$ cat src/rtl/io_poll_pkg.sv
// rtl/io_poll_pkg.sv - shared widths, event encoding and FSM states for the IO poll scheduler
package io_poll_pkg;

  localparam int N_BTN        = 5;
  localparam int N_SW         = 8;
  localparam int N_IN         = N_BTN + N_SW;
  localparam int EVT_KIND_BIT = 7;
  localparam int EVT_LVL_BIT  = 6;
  localparam int EVT_IDX_MSB  = 3;

  typedef enum logic [1:0] {
    ST_IDLE,
    ST_SAMPLE,
    ST_COMPARE,
    ST_SCAN
  } poll_state_t;

  // Flat input index -> event code; buttons occupy indices 0..N_BTN-1
  function automatic logic [7:0] make_evt(input logic [3:0] idx, input logic level);
    logic [7:0] code;
    code = 8'h00;
    if (idx < 4'(N_BTN)) begin
      code[EVT_IDX_MSB:0] = idx;
    end else begin
      code[EVT_KIND_BIT]  = 1'b1;
      code[EVT_IDX_MSB:0] = idx - 4'(N_BTN);
    end
    code[EVT_LVL_BIT] = level;
    return code;
  endfunction

endpackage

$ cat src/rtl/io_evt_fifo.sv
// rtl/io_evt_fifo.sv - event FIFO with registered storage; a push while full is taken only alongside a pop
module io_evt_fifo #(
  parameter int DEPTH = 4,
  parameter int WIDTH = 8
) (
  input  logic             clk,
  input  logic             rst_n,
  input  logic             i_push,
  input  logic [WIDTH-1:0] i_data,
  input  logic             i_pop,
  output logic             o_full,
  output logic             o_empty,
  output logic [WIDTH-1:0] o_data
);

  localparam int AW = $clog2(DEPTH);

  logic [WIDTH-1:0] r_mem [DEPTH];
  logic [AW:0]      r_wr_ptr;
  logic [AW:0]      r_rd_ptr;
  logic             w_do_pop;
  logic             w_do_push;

  assign o_empty   = (r_wr_ptr == r_rd_ptr);
  assign o_full    = (r_wr_ptr[AW] != r_rd_ptr[AW]) && (r_wr_ptr[AW-1:0] == r_rd_ptr[AW-1:0]);
  assign w_do_pop  = i_pop && !o_empty;
  assign w_do_push = i_push && (!o_full || w_do_pop);
  // Storage is not reset, so the head is masked while empty
  assign o_data    = o_empty ? '0 : r_mem[r_rd_ptr[AW-1:0]];

  always_ff @(posedge clk or negedge rst_n) begin
    if (!rst_n) begin
      r_wr_ptr <= '0;
      r_rd_ptr <= '0;
    end else begin
      if (w_do_push) r_wr_ptr <= r_wr_ptr + 1'b1;
      if (w_do_pop)  r_rd_ptr <= r_rd_ptr + 1'b1;
    end
  end

  always_ff @(posedge clk) begin
    if (w_do_push) r_mem[r_wr_ptr[AW-1:0]] <= i_data;
  end

endmodule

$ cat src/rtl/io_poll_scheduler.sv
// rtl/io_poll_scheduler.sv - tick-paced debounce of buttons/switches, per-bit change events into a FIFO
module io_poll_scheduler
  import io_poll_pkg::*;
#(
  parameter int POLL_DIV   = 100000,
  parameter int STABLE_N   = 3,
  parameter int FIFO_DEPTH = 4
) (
  input  logic       clk,
  input  logic       rst_n,
  input  logic [4:0] button,
  input  logic [7:0] SW,
  output logic [4:0] btn_stable,
  output logic [7:0] sw_stable,
  output logic       evt_valid,
  output logic [7:0] evt_code,
  input  logic       evt_ready,
  output logic       overflow,
  input  logic       clr_overflow
);

  localparam int CNT_W = $clog2(POLL_DIV);

  poll_state_t      r_state;
  poll_state_t      w_state_next;
  logic [CNT_W-1:0] r_tick_cnt;
  logic             w_tick;
  logic [N_IN-1:0]  r_raw;
  logic [N_IN-1:0]  r_last_raw;
  logic [N_IN-1:0]  r_accepted;
  logic [N_IN-1:0]  r_change_mask;
  logic [3:0]       r_stable_cnt;
  logic [3:0]       w_cnt_upd;
  logic [3:0]       r_idx;
  logic             w_accept;
  logic             w_push;
  logic             w_fifo_full;
  logic             w_fifo_empty;
  logic             w_drop;

  assign w_tick = (r_tick_cnt == CNT_W'(POLL_DIV - 1));

  always_ff @(posedge clk or negedge rst_n) begin
    if (!rst_n)      r_tick_cnt <= '0;
    else if (w_tick) r_tick_cnt <= '0;
    else             r_tick_cnt <= r_tick_cnt + 1'b1;
  end

  // Saturating run length of identical samples
  always_comb begin
    w_cnt_upd = 4'd1;
    if (r_raw == r_last_raw) begin
      w_cnt_upd = (r_stable_cnt >= 4'(STABLE_N)) ? 4'(STABLE_N) : r_stable_cnt + 4'd1;
    end
  end

  assign w_accept = (w_cnt_upd == 4'(STABLE_N)) && (r_raw != r_accepted);

  always_ff @(posedge clk or negedge rst_n) begin
    if (!rst_n) r_state <= ST_IDLE;
    else        r_state <= w_state_next;
  end

  always_comb begin
    w_state_next = r_state;
    w_push       = 1'b0;
    case (r_state)
      ST_IDLE:    if (w_tick) w_state_next = ST_SAMPLE;
      ST_SAMPLE:  w_state_next = ST_COMPARE;
      ST_COMPARE: w_state_next = w_accept ? ST_SCAN : ST_IDLE;
      ST_SCAN: begin
        w_push = r_change_mask[r_idx];
        if (r_idx == 4'(N_IN - 1)) w_state_next = ST_IDLE;
      end
      default:    w_state_next = ST_IDLE;
    endcase
  end

  always_ff @(posedge clk or negedge rst_n) begin
    if (!rst_n) begin
      r_raw         <= '0;
      r_last_raw    <= '0;
      r_accepted    <= '0;
      r_change_mask <= '0;
      r_stable_cnt  <= '0;
      r_idx         <= '0;
    end else begin
      case (r_state)
        ST_SAMPLE: r_raw <= {SW, button};
        ST_COMPARE: begin
          r_stable_cnt <= w_cnt_upd;
          if (r_raw != r_last_raw) r_last_raw <= r_raw;
          if (w_accept) begin
            r_change_mask <= r_raw ^ r_accepted;
            r_accepted    <= r_raw;
            r_idx         <= '0;
          end
        end
        ST_SCAN:   r_idx <= r_idx + 4'd1;
        default:   ;
      endcase
    end
  end

  io_evt_fifo #(
    .DEPTH (FIFO_DEPTH),
    .WIDTH (8)
  ) u_evt_fifo (
    .clk     (clk),
    .rst_n   (rst_n),
    .i_push  (w_push),
    .i_data  (make_evt(r_idx, r_accepted[r_idx])),
    .i_pop   (evt_ready),
    .o_full  (w_fifo_full),
    .o_empty (w_fifo_empty),
    .o_data  (evt_code)
  );

  assign w_drop = w_push && w_fifo_full && !(evt_ready && !w_fifo_empty);

  // A drop in the same cycle as a clear leaves the flag set
  always_ff @(posedge clk or negedge rst_n) begin
    if (!rst_n)            overflow <= 1'b0;
    else if (w_drop)       overflow <= 1'b1;
    else if (clr_overflow) overflow <= 1'b0;
  end

  assign evt_valid  = !w_fifo_empty;
  assign btn_stable = r_accepted[N_BTN-1:0];
  assign sw_stable  = r_accepted[N_IN-1:N_BTN];

endmodule
$ cat config.mk
export PLATFORM = sky130hd
export DESIGN_NAME = io_poll_scheduler
export DESIGN_NICKNAME = d
export VERILOG_FILES = /design/src/rtl/io_poll_pkg.sv /design/src/rtl/io_evt_fifo.sv /design/src/rtl/io_poll_scheduler.sv
export SDC_FILE = /design/constraint.sdc
export NUM_CORES = 1
export LEC_CHECK = 0
export BUFFER_PORTS_ARGS = -buffer_cell sky130_fd_sc_hd__buf_2
export CORE_MARGIN = 5
export CORE_UTILIZATION = 34
export DETAILED_ROUTE_END_ITERATION = 8
export GPL_TIMING_DRIVEN = 0
export PLACE_DENSITY_LB_ADDON = 0.25
export SLEW_MARGIN = 15
export SYNTH_ARGS = -nofsm -noshare
export SYNTH_HDL_FRONTEND = slang
export SYNTH_SLANG_ARGS = --single-unit
$ cat constraint.sdc
create_clock -name clk -period 2.06 [get_ports clk]
set_input_delay 0.206 -clock clk [delete_from_list [all_inputs] [get_ports clk]]
set_output_delay 0.206 -clock clk [all_outputs]
set_load 0.05 [all_outputs]
Word-level counts from Yosys, hierarchy flattened
Memories as Yosys holds them, arrays and structs flattened.
Index checks and enable logic that the tools add are counted.

word-level totals
  register bits after elaboration = 86
  bits in read-only memories = 0
  memory bits (writable) = 24
  output and inout port bits = 23
  latch bits = 0
  memories kept = 1
  bits of input ports = 17
  word-level logic and storage cells = 75

cells by class
  mux-type cells = 21
  order comparisons = 3
  shift operators = 0
  equality and inequality tests = 15
  bitwise logic cells = 1
  reductions and logical operators = 17
  div/mod/pow operators = 0
  multiply operators = 0
  $add $sub $neg = 6

memories
  memory            depth  bits a word  rd ports  clocked after memory_dff  wr ports  line               source
  u_evt_fifo.r_mem  4      6            1         0                         1         io_evt_fifo.sv:18  logic [WIDTH-1:0] r_mem [DEPTH];

operators with widths
  operator                                                                              number
  13-bit != test                                                                        2
  17-bit by 1-bit adder with 17-bit output (second input constant)                      1
  17-bit equality test (second input constant)                                          1
  17-bit two-way mux                                                                    1
  4-bit two-way mux                                                                     4
  13-bit equality test                                                                  1
  13-bit bitwise XOR                                                                    1
  4-bit by 1-bit adder with 4-bit output (second input constant)                        2
  1-bit binary-select mux with 4-bit select                                             2
  1-bit two-way mux                                                                     8
  8-bit two-way mux                                                                     1
  2-bit case mux with 4 select lines                                                    1
  4-bit case mux with 2 select lines                                                    1
  2-bit AND reduction                                                                   4
  3-bit by 1-bit adder with 3-bit output (second input constant)                        2
  1-bit logical AND                                                                     6
  2-bit two-way mux                                                                     3
  2-bit != test (second input constant)                                                 3
  4-bit by 5-bit < comparator with 1-bit output (second input constant)                 1
  2-bit equality test (second input constant)                                           2
  4-bit by 2-bit equality test with 1-bit output (second input constant)                1
  4-bit equality test (second input constant)                                           1
  4-bit by 2-bit greater-or-equal comparator with 1-bit output (second input constant)  1
  4-bit by 3-bit < comparator with 1-bit output (second input constant)                 1
  other kinds (9)                                                                       12

Longest topological paths before layout
  depth after elaboration = 7
  mapped depth = 8
  mapped depth without buffers = 7

Hierarchy
A second synthesis with hierarchy kept.

second synthesis, totals
  cells, all modules = 398
  area total of the unflattened synthesis = 5,516.5 um^2

by module, submodules not included
  module             area an instance (um^2)  times used  cells an instance  seq. area each (um^2)
  io_poll_scheduler  3,854.9                  1           313                2,001.9
  io_evt_fifo        1,661.6                  1           85                 1,111.1

Least setup slack after synthesis
OpenSTA, ideal clock, no wires.

  path kind = register to register
  start point = register r_accepted[11]
  end point = register r_accepted[0]
  data required time = 1.935 ns
  setup time = 0.125 ns
  path slack = -0.223 ns
  arrival = 2.158 ns
  clock period less this slack = 2.283 ns
  stages on the path, launching flop included = 7
  path buffers = 1
  cell sequence = dfrtp_1 xor2_1 or4_1 nor4_2 nor4_2 buf_6 mux2_4

on the way
  longest elaborated chain between the ends = 3

RTL lines
  item                           line                     source
  from (decl)                    io_poll_scheduler.sv:30  logic [N_IN-1:0] r_accepted;
  from (signal assigned)         io_poll_scheduler.sv:95  r_accepted <= r_raw;
  13-bit != test                 io_poll_scheduler.sv:57  assign w_accept = (w_cnt_upd == 4'(STABLE_N)) && (r_raw != r_accepted);
  1-bit logical AND              io_poll_scheduler.sv:57
  2-bit AND reduction (no line)  -

No other way between the ends.
A chain may end at the register's enable or synchronous reset.

Worst setup path in the final report
  start point = register r_raw[7]
  end point = register r_accepted[4]

on the way
  longest elaborated chain between the ends = 5
  elaborated cells between the ends (all ways) = 6
  those cells by class = eq/ne (3); mux (1); reduce/logical (2)

RTL lines
  item                                            line                     source
  from (decl)                                     io_poll_scheduler.sv:28  logic [N_IN-1:0] r_raw;
  from (signal assigned)                          io_poll_scheduler.sv:89  ST_SAMPLE: r_raw <= {SW, button};
  13-bit equality test                            io_poll_scheduler.sv:52  if (r_raw == r_last_raw) begin
  4-bit two-way mux                               io_poll_scheduler.sv:52
  4-bit by 2-bit equality test with 1-bit output  io_poll_scheduler.sv:57
  1-bit logical AND (*)                           io_poll_scheduler.sv:57
  2-bit AND reduction (no line) (*)               -

Mark *: on every way between the ends. The rest lies on a longest branch, timed or not.

==> impl_results.md <==
- Outcome: finished with violations
- Violated checks: setup timing
- Area taken by flip-flops and latches: 2890 um^2
- Number of nets in the layout: 474
- Critical path fanouts, max: 10
- Clock transition at the register clock pins on the worst setup and hold paths after CTS: 0.07 ns
- Max-slew violations: 0
- Congestion Overflow GR: 0
- Via count: 3,103
- Clock Root Buffer: sky130_fd_sc_hd__clkbuf_16
- Count of maximum capacitance violations: 0
- Total die area: 17,900 um^2
- Leak Pwr: 2.99 nW
- Final worst setup slack: -0.0952 ns
- Multi-input combinational cell area: 2310 um^2
- Proportion of register bits with asynchronous set or reset after synthesis: 0.782
- Share of the clock period used by the worst path after layout: 1.05
- Category of the critical setup timing path: reg -> reg
- Slew at the pin closest to its max-slew limit: 0.524 ns
- Global router's overall resource usage: 0.123
- Fraction of final layout cells with drive strength greater than 1: 0.402
- TritonCTS sink count: 110
- Placeable core region: 15,100 um^2
- Mapped Cells: 384
- Fill cell count: 1,399
- CTS tree: done
- Most common library cells after synthesis: sky130_fd_sc_hd__dfrtp_1 (86), sky130_fd_sc_hd__xor2_1 (31), sky130_fd_sc_hd__mux2_2 (28)
- Share of Yosys cell area claimed by the top area cell type: 0.413
- Setup clock skew after layout: 0.00910 ns
- Timing-limited maximum frequency: 464 MHz
- Setup-violating endpoint count in the final report: 27
- Min-Delay Path Class: in -> reg
- RSZ-0062 raised after global routing: yes
- Post-Syn Area per Cell: 13.6 um^2
- Buffers and inverters on the worst path: 1
- First-pass GRT wire length: 17,200 um
- Startpoint type of the worst setup path: flop
- H-Tree Level Count: 3
- Crit path time final: 2.16 ns
- Initial cell density of the core: 0.344
- GP Congestion: 0.796
- Port Buf Inserts: 37
- Summed instance area of the synthesized netlist: 5210 um^2
- Pre-antenna DRT Iters: 4
- Maximum number of pins on one net before global-route repair: 56
- # DRC: 0
- Number of placement rows: 45
- Number of antenna diodes: 0
- Number of flops mapped to enable cells by yosys: 24
- Minimum setup slack after placement: -0.391 ns
- Highest ir drop seen on vdd: 0.446 mV
- Flip-flop and latch count after synthesis: 110
- Standard cell with the maximum stage delay on the critical path: sky130_fd_sc_hd__or4_4
- Antenna violations before repair: 0
- Number of violations reported at the end of detailed-routing iteration 0: 109
- TritonCTS Buffers: 9
- Critical path capture point type: flop
- Wirelength, routed: 10,300 um
- Number of top-level pins: 40
- Total power: 0.00446 W
- Cell Chain, Critical Path: xor2_2 > or4_4 > nor4_4 > nor4_4 > buf_6 > mux2_4
- Hold Vio Cnt, Final: 0
- Layout area overhead: 20.1%
- Worst path arrival time: 2.39 ns
- Most area-consuming cells after synthesis: sky130_fd_sc_hd__dfrtp_1 (41%), sky130_fd_sc_hd__edfxtp_1 (14%), sky130_fd_sc_hd__mux2_4 (7.2%)
- Worst endpoint required time: 2.29 ns
- Power per unit of standard cell area: 712 nW/um^2
- Wire per inst: 16.1 um
- Clock Latency Late Sink: 0.35 ns
- DP Wirelength: 7260 um
- Cell class contributing the biggest share of worst-path delay: simple AND/OR/NAND/NOR gates
- Delay of the slowest cell on the worst path: 0.53 ns
- Buffer depth of the longest clock path: 2
- Antenna-violating nets left: 0
- Yosys warns: 0
- Normalized max-slew margin: 0.647
- Die boundary width: 134 um
- Number of vias per cell after detailed routing: 4.84
- Number of global-route vias before repair: 3,296
- Final hold slack: 0.0487 ns
- Sequential element share of the synthesized area: 0.551
- Die height: 134 um
- Top FF cell, synth: sky130_fd_sc_hd__dfrtp_1
- Critical Path Most Common Cell: sky130_fd_sc_hd__nor4_4
- Most common cell in the synthesized netlist: sky130_fd_sc_hd__dfrtp_1
- Synth cell types: 45
- Cell type contributing the most total cell area after synthesis: sky130_fd_sc_hd__dfrtp_1
-- layout by cell type (no fill, tap or decap), drive strengths merged, types with 3 or more instances in the layout --
cell / Yosys / final
ha: 9 / 9
xnor2: 20 / 20
o21ai: 6 / 6
inv: 14 / 16
nand2: 16 / 16
xor2: 31 / 31
mux4: 10 / 10
a31oi: 3 / 3
edfxtp: 24 / 24
mux2: 54 / 54
mux2i: 3 / 3
buf: 8 / 61
dfrtp: 86 / 86
and2: 6 / 6
nand4: 6 / 6
a21oi: 7 / 7
nand3: 14 / 14
and3: 4 / 4
nor2b: 7 / 7
o211ai: 3 / 3
nor4: 7 / 7
clkbuf: 8 / 18
nor2: 16 / 16
nor3: 5 / 5
-- sequential cells by signal, indices dropped and copies added, names as in the netlist --
name	flops
u_evt_fifo.r_mem	24
r_accepted	13
r_raw	13
u_evt_fifo.r_rd_ptr	3
r_last_raw	13
r_idx	4
r_tick_cnt	17
overflow	1
r_change_mask	13
r_state	2
u_evt_fifo.r_wr_ptr	3
r_stable_cnt	4
-- layer usage --
metal | up-vias | GRT usage | share of wire
met2 | 48 | 0.200 | 0.48
li1 | 1493 | - | -
met3 | 11 | 0.0360 | 0.039
met1 | 1551 | 0.156 | 0.47
met5 | - | 0 | 0
met4 | 0 | 0.0446 | 0.016
-- cells by family after synthesis --
kind of cell,count (synthesis),synth area share
AO/OA/AOI/OAI,26,0.0314
XOR/XNOR,51,0.0857
adder cells (fa/ha/maj),9,0.0216
buffers and inverters,30,0.0281
flip-flops,110,0.551
multiplexers,67,0.184
other,1,0.000719
AND/OR/NAND/NOR,90,0.0977
-- cell type report --
class / instances / share of cell area
flip-flops and latches: 110 / 0.461
multi-input cells: 245 / 0.369
repair buffers: 55 / 0.0568
clock buffers: 12 / 0.0400
well taps: 188 / 0.0376
plain buffers: 13 / 0.0188
clock inverters: 4 / 0.00859
inverters: 14 / 0.00839
-- worst paths after layout --
| check | start | to | slack [ns] | cells past startpoint |
|---|---|---|---|---|
| worst max-delay path | r_raw[7] | r_accepted[4] | -0.1 | 6 |
| worst min-delay path | clr_overflow | overflow | 0.05 | 2 |
| worst max register to register | r_raw[7] | r_accepted[4] | -0.1 | 6 |
| worst min register to register | r_tick_cnt[4] | r_tick_cnt[4] | 0.48 | 1 |
| max in group asynchronous | rst_n | r_raw[7] | 1.07 | 3 |
| min in group asynchronous | rst_n | u_evt_fifo.r_rd_ptr[0] | 0.34 | 2 |
-- per-stage QoR --
stage | TNS, ns | utilization | cells | area (um^2)
detailed placement | -22.50 | 0.377 | 611 | 5710
global placement | -23.29 | 0.375 | 610 | 5680
global route | -5.12 | 0.413 | 641 | 6260
floorplan | -1.07 | - | 385 | 5260
finish | -2.25 | 0.413 | 641 | 6260
CTS | -2.45 | 0.405 | 633 | 6130
-- power by group --
part / switching (W) / internal, W
Sequential: 0.0000513 / 0.00225
Combinational: 0.000191 / 0.000180
Clock: 0.000785 / 0.000999
-- what timing repair did --
action	4_1_cts	5_1_grt
buffers inserted	8	8
hold endpoints to repair	31	0
resized for setup	25	21
hold buffers	1	0
pin swaps	6	12
setup endpoints to repair	100	102
(Power assumes the default switching activity.)
